## config.mk

```make
export PLATFORM = sky130hd
export DESIGN_NAME = sharpen_window_feeder
export DESIGN_NICKNAME = d
export VERILOG_FILES = /design/src/rtl/sharpen_window_feeder_pkg.sv /design/src/rtl/sharpen_line_buffer.sv /design/src/rtl/sharpen_window_feeder.sv
export SDC_FILE = /design/constraint.sdc
export NUM_CORES = 1
export LEC_CHECK = 0
export CORE_MARGIN = 4
export CORE_UTILIZATION = 45
export DETAILED_ROUTE_END_ITERATION = 12
export GPL_TIMING_DRIVEN = 0
export SYNTH_ARGS = -nofsm -noshare
export SYNTH_HDL_FRONTEND = slang
export SYNTH_HIERARCHICAL = 1
export SYNTH_SLANG_ARGS = --single-unit
export TNS_END_PERCENT = 5
```

## constraint.sdc

```tcl
create_clock -name clk -period 5.74 [get_ports clk]
set_input_delay 0.861 -clock clk [delete_from_list [all_inputs] [get_ports clk]]
set_output_delay 0.861 -clock clk [all_outputs]
set_load 0.05 [all_outputs]
```

## src/rtl/sharpen_window_feeder_pkg.sv

```systemverilog
`default_nettype none
// ============================================================================
// Module  : sharpen_window_feeder_pkg
// Brief   : Shared widths and feeder state encodings for the sharpen window feeder.
// Revision: 1.0
// ============================================================================
package sharpen_window_feeder_pkg;

    localparam int PIX_W        = 8;
    localparam int PIX_PER_WORD = 4;
    localparam int WORD_W       = PIX_W * PIX_PER_WORD;

    typedef enum logic [2:0] {
        ST_IDLE   = 3'd0,
        ST_FILL   = 3'd1,
        ST_STREAM = 3'd2,
        ST_FLUSH  = 3'd3,
        ST_DONE   = 3'd4
    } feeder_state_e;

endpackage
`default_nettype wire

```

## src/rtl/sharpen_line_buffer.sv

```systemverilog
`default_nettype none
// ============================================================================
// Module  : sharpen_line_buffer
// Brief   : One image row of 32-bit words; single write port, async read by column.
// Revision: 1.0
// ============================================================================
module sharpen_line_buffer
    import sharpen_window_feeder_pkg::*;
#(
    parameter  int DEPTH = 16,
    localparam int AW    = (DEPTH > 1) ? $clog2(DEPTH) : 1
) (
    input  logic              clk,
    input  logic              i_we,
    input  logic [AW-1:0]     i_waddr,
    input  logic [WORD_W-1:0] i_wdata,
    input  logic [AW-1:0]     i_raddr,
    output logic [WORD_W-1:0] o_rdata
);

    // Storage is rounded up to a power of two so any address value is a legal index.
    logic [WORD_W-1:0] r_mem [2**AW];

    always_ff @(posedge clk) begin
        if (i_we) begin
            r_mem[i_waddr] <= i_wdata;
        end
    end

    assign o_rdata = r_mem[i_raddr];

endmodule
`default_nettype wire

```

## src/rtl/sharpen_window_feeder.sv

```systemverilog
`default_nettype none
// ============================================================================
// Module  : sharpen_window_feeder
// Brief   : Turns a raster word stream into vertically aligned {up,mid,down}
//           triples with reflected top/bottom rows.
// Revision: 1.0
// ============================================================================
module sharpen_window_feeder
    import sharpen_window_feeder_pkg::*;
#(
    parameter  int ROW_WORDS = 16,
    parameter  int NUM_ROWS  = 16,
    localparam int COL_W     = (ROW_WORDS > 1) ? $clog2(ROW_WORDS) : 1,
    localparam int ROW_W     = $clog2(NUM_ROWS)
) (
    input  logic              clk,
    input  logic              reset,
    input  logic              start,
    input  logic              in_valid,
    output logic              in_ready,
    input  logic [WORD_W-1:0] in_word,
    output logic              out_valid,
    input  logic              out_ready,
    output logic [WORD_W-1:0] out_up,
    output logic [WORD_W-1:0] out_mid,
    output logic [WORD_W-1:0] out_down,
    output logic [ROW_W-1:0]  out_row,
    output logic [COL_W-1:0]  out_col,
    output logic              busy,
    output logic              done
);

    localparam logic [COL_W-1:0] c_col_last = COL_W'(ROW_WORDS - 1);
    localparam logic [ROW_W-1:0] c_row_last = ROW_W'(NUM_ROWS - 1);

    feeder_state_e     r_state, w_state_nxt;
    logic [COL_W-1:0]  r_col, w_col_nxt;
    logic [ROW_W-1:0]  r_row, w_row_nxt;
    logic              r_flushed, w_flushed_nxt;

    logic              r_out_valid;
    logic [WORD_W-1:0] r_out_up, r_out_mid, r_out_down;
    logic [ROW_W-1:0]  r_out_row;
    logic [COL_W-1:0]  r_out_col;

    logic [WORD_W-1:0] w_prev_rd, w_cur_rd;
    logic              w_out_free, w_in_fire, w_load_stream, w_load_flush, w_first_row;

    assign w_out_free    = !r_out_valid || out_ready;
    assign w_in_fire     = in_valid && in_ready;
    assign w_load_stream = (r_state == ST_STREAM) && w_in_fire;
    assign w_load_flush  = (r_state == ST_FLUSH) && !r_flushed && w_out_free;
    assign w_first_row   = (r_row == ROW_W'(1));

    sharpen_line_buffer #(.DEPTH(ROW_WORDS)) u_prev (
        .clk     (clk),
        .i_we    (w_load_stream),
        .i_waddr (r_col),
        .i_wdata (w_cur_rd),
        .i_raddr (r_col),
        .o_rdata (w_prev_rd)
    );

    sharpen_line_buffer #(.DEPTH(ROW_WORDS)) u_cur (
        .clk     (clk),
        .i_we    (w_in_fire),
        .i_waddr (r_col),
        .i_wdata (in_word),
        .i_raddr (r_col),
        .o_rdata (w_cur_rd)
    );

    always_ff @(posedge clk) begin
        if (reset) begin
            r_state   <= ST_IDLE;
            r_col     <= '0;
            r_row     <= '0;
            r_flushed <= 1'b0;
        end else begin
            r_state   <= w_state_nxt;
            r_col     <= w_col_nxt;
            r_row     <= w_row_nxt;
            r_flushed <= w_flushed_nxt;
        end
    end

    always_comb begin
        w_state_nxt   = r_state;
        w_col_nxt     = r_col;
        w_row_nxt     = r_row;
        w_flushed_nxt = r_flushed;
        in_ready      = 1'b0;
        busy          = 1'b1;
        done          = 1'b0;
        case (r_state)
            ST_IDLE: begin
                busy = 1'b0;
                if (start) begin
                    w_state_nxt   = ST_FILL;
                    w_col_nxt     = '0;
                    w_row_nxt     = '0;
                    w_flushed_nxt = 1'b0;
                end
            end
            ST_FILL: begin
                in_ready = 1'b1;
                if (in_valid) begin
                    if (r_col == c_col_last) begin
                        w_state_nxt = ST_STREAM;
                        w_col_nxt   = '0;
                        w_row_nxt   = ROW_W'(1);
                    end else begin
                        w_col_nxt = r_col + COL_W'(1);
                    end
                end
            end
            ST_STREAM: begin
                in_ready = w_out_free;
                if (in_valid && w_out_free) begin
                    if (r_col == c_col_last) begin
                        w_col_nxt = '0;
                        if (r_row == c_row_last) begin
                            w_state_nxt = ST_FLUSH;
                        end else begin
                            w_row_nxt = r_row + ROW_W'(1);
                        end
                    end else begin
                        w_col_nxt = r_col + COL_W'(1);
                    end
                end
            end
            ST_FLUSH: begin
                // Last row is re-emitted from the buffers; leave only once the final triple is taken.
                if (!r_flushed) begin
                    if (w_out_free) begin
                        if (r_col == c_col_last) begin
                            w_flushed_nxt = 1'b1;
                        end else begin
                            w_col_nxt = r_col + COL_W'(1);
                        end
                    end
                end else if (w_out_free) begin
                    w_state_nxt = ST_DONE;
                end
            end
            ST_DONE: begin
                busy        = 1'b0;
                done        = 1'b1;
                w_state_nxt = ST_IDLE;
            end
            default: begin
                w_state_nxt = ST_IDLE;
            end
        endcase
    end

    always_ff @(posedge clk) begin
        if (reset) begin
            r_out_valid <= 1'b0;
            r_out_up    <= '0;
            r_out_mid   <= '0;
            r_out_down  <= '0;
            r_out_row   <= '0;
            r_out_col   <= '0;
        end else if (w_load_stream) begin
            r_out_up    <= w_first_row ? in_word : w_prev_rd;
            r_out_mid   <= w_cur_rd;
            r_out_down  <= in_word;
            r_out_row   <= r_row - ROW_W'(1);
            r_out_col   <= r_col;
            r_out_valid <= 1'b1;
        end else if (w_load_flush) begin
            r_out_up    <= w_prev_rd;
            r_out_mid   <= w_cur_rd;
            r_out_down  <= w_prev_rd;
            r_out_row   <= c_row_last;
            r_out_col   <= r_col;
            r_out_valid <= 1'b1;
        end else if (out_ready) begin
            r_out_valid <= 1'b0;
        end
    end

    assign out_valid = r_out_valid;
    assign out_up    = r_out_up;
    assign out_mid   = r_out_mid;
    assign out_down  = r_out_down;
    assign out_row   = r_out_row;
    assign out_col   = r_out_col;

endmodule
`default_nettype wire

```

==> metrics.txt, run 1 <==
Final Net Count=2573; total clock buffers created by CTS=114; Int Pwr=15000 uW; Avg Inst Size Synth=19.6 um2; H-tree depth=3; row cnt=113; Fmax=234 MHz; gpl congestion=0.931; gr ovfl total=0; Post-Place Cells=3681; reg-to-reg endpoint=out_mid[17]$_SDFFE_PP0P_; Main synth FF type=edfxtp_1; r2r worst-path depth=7; Max-cap violations=0; Final Hold Fails=0; pin count of the biggest net entering global routing=25; CTS root buffer=clkbuf_16; hold_buf cts=0; Final WS setup=1.47 ns; Logic pwr share=16.8%; Post-Syn Instances=2222; Synthesis Warnings=6; HP Class=reg2reg; CP Launch Type=input port; Vias per Instance=5.94; Worst R2R Start=r_col[1]$_SDFFE_PP0P_; die area=0.102 mm2; Longest Clk Path Bufs=3; Power Density=398 mW/mm2; WHS Endpoint=out_mid[7]$_SDFFE_PP0P_; clock latency on the worst-skew pair=0.68 ns; Seq/Total Area, Yosys=76.1%; post-synth cell types=51; crit path time final=4.27 ns; # DRC=0; max_slew headroom=17.7%; Seq. cell area=0.0331 mm2; # fillers=7362; Place WS=0.838 ns; most frequent cells in the layout=edfxtp_1 (1024), mux4_2 (256), nand2_1 (169); commonest non-fill, non-tap cell in the layout=edfxtp_1; Reg power frac=47.9%; critical path endpoint category=register; Syn Nets=2263; post-route ant nets=0; CTS clock-pin slew for the worst setup and hold paths=0.06 ns; # IOs=145; Core ar.=0.0954 mm2; CTS tree=done; clock sink count=1141; postcts setup bufs=0; status=finished clean; Worst Path Max Fanout=10; Worst-Margin Slew=1.23 ns; TritonRoute pass-1 iters=6; Post-Route WL=113000 um; Initial DRC Count=2494; required time worst endpoint=6.12 ns; vias in the first global route=23600; fraction of layout cells with a size suffix above 1=22.1%; antenna violations before repair=2; first-pass GRT wire length=164000 um; Static Leakage=0.0158 uW; P_sw=5370 uW; DP Wirelength=76100 um; hold path cells=2; Async SR Flop Fraction=0%; Vert. Die Dim=319 um; switch share=26.3%; endpoints failing setup=0; detailed-route via count=23200; setup tns final=0 ns; P&R area growth vs syn=17.7%; HP Start=out_mid[7]$_SDFFE_PP0P_; WL/cell=28.9 um; DIE WIDTH=319 um; Post-synth EDFFs=1024; Final Cycle Share=74.4%; WP data arrival=4.65 ns; Multi-input gate area=0.00983 mm2; RSZ-0062 raised after global routing=no; Clk network pwr share=35.3%; Setup CP Type=in2reg; Non-Filler Instances=3898; Initial Util=45.5%; IO Port Bufs=143; Post-Syn Area=0.0435 mm2; Slew Limit Fails=0; gr usage total=22.0%; # resized after CTS=0; r2r setup slk=1.68 ns; number of synthesized register bits=1141; worst hold slack=0.461 ns; Max VDD drop=0.000245 V; Post-Route Skew=0.0196 ns
[flip-flops by register name, indices dropped and copies added, names as in the netlist]
register      flops
out_col           4
out_down         32
out_mid          32
out_row           4
out_up           32
out_valid         1
r_col             4
r_flushed         1
r_row             4
r_state           3
u_cur/r_mem     512
u_prev/r_mem    512
[synthesized netlist by cell type (3+ instances only)]
cell / n / share of area [%]
edfxtp_1: 1024 / 71
mux4_2: 256 / 13
nand2_1: 169 / 1.5
a22oi_1: 134 / 2.3
dfxtp_1: 117 / 5.4
nor2_1: 99 / 0.85
a21oi_1: 73 / 0.84
clkbuf_1: 63 / 0.54
a211oi_1: 47 / 0.81
buf_2: 27 / 0.31
inv_1: 26 / 0.22
buf_4: 21 / 0.36
buf_1: 20 / 0.17
nor3_1: 19 / 0.22
o22ai_2: 19 / 0.55
o22ai_1: 10 / 0.14
nand3_1: 9 / 0.10
a311oi_1: 7 / 0.14
mux2i_1: 7 / 0.16
nand2b_1: 7 / 0.10
nor2b_1: 7 / 0.10
and2_1: 5 / 0.072
buf_6: 5 / 0.13
nand3b_1: 5 / 0.086
o21ai_0: 5 / 0.058
ha_1: 4 / 0.12
or3b_2: 4 / 0.081
a31oi_1: 3 / 0.043
or4_1: 3 / 0.052
[how the worst max path moves through the flow]
stage	slack [ns]	from	endpoint	cells past startpoint
floorplan	0.58	out_ready	u_cur/r_mem[0][0]$_DFFE_PP_	7
global placement	-2.78	in_valid	u_prev/r_mem[0][6]$_DFFE_PP_	8
detailed placement	0.84	in_valid	u_prev/r_mem[8][5]$_DFFE_PP_	11
CTS	1.54	in_valid	u_prev/r_mem[8][5]$_DFFE_PP_	11
global route	1.36	in_valid	u_prev/r_mem[8][3]$_DFFE_PP_	11
finish	1.47	in_valid	u_prev/r_mem[8][5]$_DFFE_PP_	11
[power by group through the flow]
stage          logic (uW)  clock network, uW  registers [uW]
2_1_floorplan        1930                  0           10200
3_3_place_gp         3330                  0            9930
3_5_place_dp         3450                  0            9930
4_1_cts              3470               7330            9750
5_1_grt              3660               7690            9770
6_report             3430               7190            9760
[layer usage]
layer | track usage [%] | part of all wire (%)
met1 | 33.0 | 44
met4 | 5.77 | 2.4
met3 | 5.27 | 9.0
met2 | 32.9 | 45
met5 | 0 | 0
[area by class of cell]
cell class                      count  share of cell area [%]
Antenna cell                        2                 0.00978
Buffer                            136                    1.29
Timing Repair Buffer              194                    4.40
Multi-Input combinational cell    919                    19.2
Clock buffer                      148                    6.05
Tap cell                         1265                    3.09
Inverter                           26                   0.191
Sequential cell                  1141                    64.7
Clock inverter                     67                    1.09
[through the flow]
stage	total power [uW]	util (%)	instance area, um2
4_1_cts	20500	53.6	51200
5_1_grt	21100	53.6	51200
6_report	20400	53.6	51200
3_3_place_gp	13300	48.7	46500
2_1_floorplan	12100	-	43500
3_5_place_dp	13400	49.8	47500
[logic make-up after synthesis]
| kind of cell | share of synthesized area (%) |
|---|---|
| compound gates | 5.10 |
| xor+xnor | 0.0403 |
| fa+ha+maj | 0.115 |
| buf+inv | 1.74 |
| flops | 76.1 |
| mux | 13.4 |
| simple gates | 3.43 |
[worst max-delay path, cell delays in order]
cell and delay [ns]:
clkdlybuf4s50_1 0.64, nand2b_1 0.18, or3_1 0.32, buf_2 0.23, clkbuf_1 0.26, inv_1 0.32
nand3b_1 0.34, nor3_2 0.89, buf_6 0.26, buf_6 0.16, buf_6 0.15
Power figures use the tool's default switching activity.
==> run 2: changes to the inputs <==
- clock period: 5.74 -> 4.1 ns (I/O delays scaled with it)
==> metrics.txt, run 2 (same netlist as run 1, synthesis figures left out) <==
status=finished with violations; failing checks=negative setup slack; Initial Util=45.5%; Reg power frac=46.8%; Final Cycle Share=101%; clock sink count=1141; # IOs=145; Worst-Margin Slew=1.10 ns; r2r worst-path depth=9; DIE WIDTH=319 um; post-route cell area=0.0515 mm2; hold_buf cts=0; Logic pwr share=16.4%; Post-Route Skew=0.0207 ns; # resized after CTS=0; gpl congestion=0.902; critical path endpoint category=register; Final Hold Fails=0; vias in the first global route=23500; worst setup path endpoint=u_prev/r_mem[0][1]$_DFFE_PP_; required time worst endpoint=4.46 ns; fraction of layout cells with a size suffix above 1=23.0%; Post-Route WL=112000 um; antenna violations before repair=1; total clock buffers created by CTS=116; Longest Clk Path Bufs=3; r2r setup slk=0.11 ns; Non-Filler Instances=3896; setup tns final=-0.241 ns; postcts setup bufs=0; Max VDD drop=0.000353 V; dpl cell area=0.0475 mm2; Initial DRC Count=2724; crit path time final=4.13 ns; CTS root buffer=clkbuf_16; reg-to-reg endpoint=u_prev/r_mem[0][1]$_DFFE_PP_; Worst R2R Start=r_state[1]$_SDFFE_PP0P_; P&R area growth vs syn=18.5%; Slew Limit Fails=0; Core ar.=0.0954 mm2; Vias per Instance=5.99; Fmax=242 MHz; CP Depth=10; CP startpoint=in_valid; CP delay by family, top=buffers and inverters; antenna cell count=0; # DRC=0; Power Density=567 mW/mm2; HP Class=reg2reg; IO Port Bufs=143; WP data arrival=4.49 ns; die area=0.102 mm2; H-tree depth=3; Vert. Die Dim=319 um; switch share=25.9%; Post-Place Cells=3677; Setup CP Type=in2reg; DP Wirelength=76000 um; detailed-route via count=23300; CTS tree=done; first-pass GRT wire length=163000 um; clock latency on the worst-skew pair=0.67 ns; Max-cap violations=0; endpoints failing setup=8; # fillers=7368; CP max-delay cell=nor3_2; critical-path cell list=clkdlybuf4s50_1, nand2b_1, or3_1, buf_2, clkbuf_1, inv_1, or3b_2, nor3_2, buf_8, buf_4; P_sw=7570 uW; Int Pwr=21600 uW; RSZ-0062 raised after global routing=yes; gr ovfl total=0; CP Launch Type=input port; TritonRoute pass-1 iters=5; Static Leakage=0.0159 uW; gr usage total=21.8%; CP Buf/Inv Count=6; CTS clock-pin slew for the worst setup and hold paths=0.06 ns; CP max stage delay=0.78 ns; Final WS setup=-0.0346 ns; most frequent cells in the layout=edfxtp_1 (1024), mux4_2 (256), nand2_1 (169); commonest non-fill, non-tap cell in the layout=edfxtp_1; Final Net Count=2571; biggest regs=u_cur/r_mem: 512 flops, u_prev/r_mem: 512 flops; max_slew headroom=26.6%; Worst Path Max Fanout=10; Clk network pwr share=36.7%; pin count of the biggest net entering global routing=24; post-route ant nets=0; WL/cell=28.7 um; fin util=54.0%; row cnt=113
==> run 2: layout make-up <==
type | instances | area (um2) | area share [%]
Sequential cell | 1141 | 33100 | 64.3
Multi-Input combinational cell | 919 | 9850 | 19.1
Clock buffer | 145 | 3200 | 6.21
Timing Repair Buffer | 190 | 2270 | 4.42
Tap cell | 1265 | 1580 | 3.07
Clock inverter | 74 | 749 | 1.46
Buffer | 136 | 661 | 1.28
Inverter | 26 | 97.6 | 0.189
==> run 2: through the flow <==
| step | power [uW] | hold slack, ns | setup WS, ns |
|---|---|---|---|
| 3_5_place_dp | 18700 | 0.447 | -0.642 |
| 6_report | 29200 | 0.454 | -0.0346 |
| 5_1_grt | 30200 | 0.480 | -0.0990 |
| 3_3_place_gp | 18500 | 0.441 | -4.00 |
| 2_1_floorplan | 16900 | 0.474 | -0.601 |
| 4_1_cts | 29400 | 0.455 | 0.0208 |
==> run 2: worst min-delay path by stage <==
stage                             from                       to  slack [ns]  cells past startpoint
6_report       out_mid[6]$_SDFFE_PP0P_  out_mid[6]$_SDFFE_PP0P_        0.45                      2
2_1_floorplan    r_row[1]$_SDFFE_PP0P_    r_row[1]$_SDFFE_PP0P_        0.47                      2
5_1_grt        out_mid[6]$_SDFFE_PP0P_  out_mid[6]$_SDFFE_PP0P_        0.48                      2
3_5_place_dp   out_mid[7]$_SDFFE_PP0P_  out_mid[7]$_SDFFE_PP0P_        0.45                      2
3_3_place_gp   out_mid[6]$_SDFFE_PP0P_  out_mid[6]$_SDFFE_PP0P_        0.44                      2
4_1_cts        out_mid[7]$_SDFFE_PP0P_  out_mid[7]$_SDFFE_PP0P_        0.46                      2
==> run 2: routing by layer <==
metal,vias up,wire length (um),GRT usage [%]
met5,-,0,0
met3,157,9020,4.12
li1,9718,-,-
met2,1032,50700,32.8
met1,12400,49900,33.5
met4,0,2190,4.78
==> run 2: tightest hold or removal path: stages (launching register included) <==
cell     delay, ns
dfxtp_1       0.31
nand2_1       0.05
a21oi_1       0.05
==> run 2: power by group through the flow <==
stage	clock, uW	sequential [uW]	combinational [uW]
2_1_floorplan	0	14200	2710
3_5_place_dp	0	13900	4840
5_1_grt	11400	13700	5110
6_report	10700	13700	4800
3_3_place_gp	0	13900	4650
4_1_cts	10900	13700	4850
==> run 3: changes to the inputs <==
- CORE_UTILIZATION: 45 -> 40
- MAX_ROUTING_LAYER: unset -> met4
==> metrics.txt, run 3 (same netlist as run 1, synthesis figures left out) <==
pin count of the biggest net entering global routing=24; CP Launch Type=input port; reg-to-reg endpoint=u_prev/r_mem[12][27]$_DFFE_PP_; Fmax=264 MHz; r2r setup slk=0.38 ns; Final Net Count=2576; status=finished clean; hold path cells=2; Worst Path Max Fanout=10; Vert. Die Dim=338 um; RSZ-0062 raised after global routing=no; vias in the first global route=23600; Power Density=563 mW/mm2; Slew Limit Fails=0; P&R area growth vs syn=18.8%; endpoints failing setup=0; total clock buffers created by CTS=117; r2r worst-path depth=5; Initial DRC Count=2627; required time worst endpoint=4.50 ns; gpl congestion=0.916; max_slew headroom=29.9%; post-route ant nets=0; # DRC=0; Vias per Instance=5.69; fraction of layout cells with a size suffix above 1=23.0%; gr usage total=20.5%; biggest regs=u_cur/r_mem: 512 flops, u_prev/r_mem: 512 flops; postcts setup bufs=0; IO Port Bufs=143; WHS Endpoint=out_col[3]$_SDFFE_PP0P_; Final Hold Fails=0; Post-Route Skew=0.0233 ns; Multi-input gate area=0.00984 mm2; WL/cell=28.1 um; Max VDD drop=0.000419 V; die area=0.114 mm2; # fillers=8817; crit path time final=3.79 ns; antenna violations before repair=4; Worst R2R Start=r_col[1]$_SDFFE_PP0P_; Static Leakage=0.0159 uW; Initial Util=40.4%; DIE WIDTH=338 um; first-pass GRT wire length=164000 um; H-tree depth=3; Final WS setup=0.309 ns; # IOs=145; Max-cap violations=0; Place WS=-0.388 ns; clock sink count=1141; Worst-Margin Slew=1.05 ns; critical path endpoint category=register; Final Cycle Share=92.5%; clock latency on the worst-skew pair=0.70 ns; most frequent cells in the layout=edfxtp_1 (1024), mux4_2 (256), nand2_1 (169); Setup CP Type=in2reg; Post-Route WL=114000 um; Core ar.=0.108 mm2; row cnt=120; HP Class=reg2reg; CTS clock-pin slew for the worst setup and hold paths=0.06 ns; gr ovfl total=0; CTS root buffer=clkbuf_16; detailed-route via count=23000; commonest non-fill, non-tap cell in the layout=edfxtp_1; Longest Clk Path Bufs=3; Seq. cell area=0.0331 mm2; HP Start=out_col[3]$_SDFFE_PP0P_; CTS tree=done; TritonRoute pass-1 iters=5; setup tns final=0 ns; DP Wirelength=77900 um; WP data arrival=4.19 ns
[run 3: changes by cell type in the layout (fill, tap and decap cells not counted), moves of 2 or more]
cell | previous run | this run
clkinv_4 | 0 | 3
clkinvlp_4 | 9 | 4
diode_2 | 0 | 2
clkbuf_1 | 79 | 81
clkinv_2 | 27 | 31
buf_6 | 19 | 25
clkinv_1 | 19 | 23
bufinv_16 | 14 | 12
buf_12 | 16 | 14
clkbuf_16 | 121 | 118
buf_16 | 10 | 12
buf_8 | 5 | 2
[run 3: worst max-delay path by stage]
stage	from	to	slack (ns)	cells past startpoint
floorplan	out_valid$_SDFFE_PP0P_	u_prev/r_mem[0][0]$_DFFE_PP_	-0.60	7
CTS	r_col[0]$_SDFFE_PP0P_	out_mid[17]$_SDFFE_PP0P_	0.09	7
global route	in_valid	u_prev/r_mem[4][11]$_DFFE_PP_	0.13	10
finish	in_valid	u_prev/r_mem[4][6]$_DFFE_PP_	0.31	10
detailed placement	in_valid	u_prev/r_mem[4][5]$_DFFE_PP_	-0.39	10
global placement	in_valid	u_prev/r_mem[0][6]$_DFFE_PP_	-4.13	8
[run 3: critical path, cell delays in order]
cell             delay, ns
clkdlybuf4s50_1       0.61
nand2b_1              0.18
or3_1                 0.32
buf_2                 0.25
clkbuf_1              0.28
inv_1                 0.32
nand3b_1              0.38
nor3_2                0.76
buf_6                 0.27
buf_6                 0.18
[run 3: per-layer routing]
layer	wire length (um)	vias up	track usage (%)	part of all wire, %
met5	0	-	-	0
met4	2180	0	4.53	1.9
met3	10600	130	5.39	9.3
met2	51300	1026	29.8	45
met1	49600	12200	29.4	44
li1	-	9718	-	-
[run 3: layout make-up]
class                           instances  area share [%]
Clock buffer                          143            6.03
Timing Repair Buffer                  194            4.49
Sequential cell                      1141            64.1
Buffer                                136            1.28
Multi-Input combinational cell        919            19.1
Antenna cell                            2         0.00969
Inverter                               26           0.189
Clock inverter                         80            1.48
Tap cell                             1403            3.40
[run 3: metrics by stage]
step / util [%] / total power, uW / hold slack (ns) / instance area, um2 / instances
2_1_floorplan: - / 16900 / 0.474 / 43500 / 2222
3_3_place_gp: 43.4 / 18600 / 0.447 / 46700 / 3768
3_5_place_dp: 44.4 / 18800 / 0.446 / 47800 / 3819
4_1_cts: 48.0 / 29300 / 0.453 / 51700 / 4042
5_1_grt: 48.0 / 30100 / 0.466 / 51700 / 4043
6_report: 48.1 / 29100 / 0.459 / 51700 / 4044
[run 3: what timing repair did]
| item | 4_1_cts | 5_1_grt |
|---|---|---|
| pin swaps | 0 | 0 |
| gates cloned | 0 | 0 |
| endpoints found under the setup margin | 17 | 30 |
| hold buffers | 0 | 0 |
| resized for setup | 1 | 1 |
| endpoints found under the hold margin | 0 | 0 |
[run 3: power breakdown]
part           switching (uW)  total [uW]  internal [uW]  leakage, uW
logic                    3040        4830           1800      0.00385
registers                 233       13700          13400       0.0102
clock network            4420       10600           6170      0.00191
total                    7690       29100          21400       0.0159
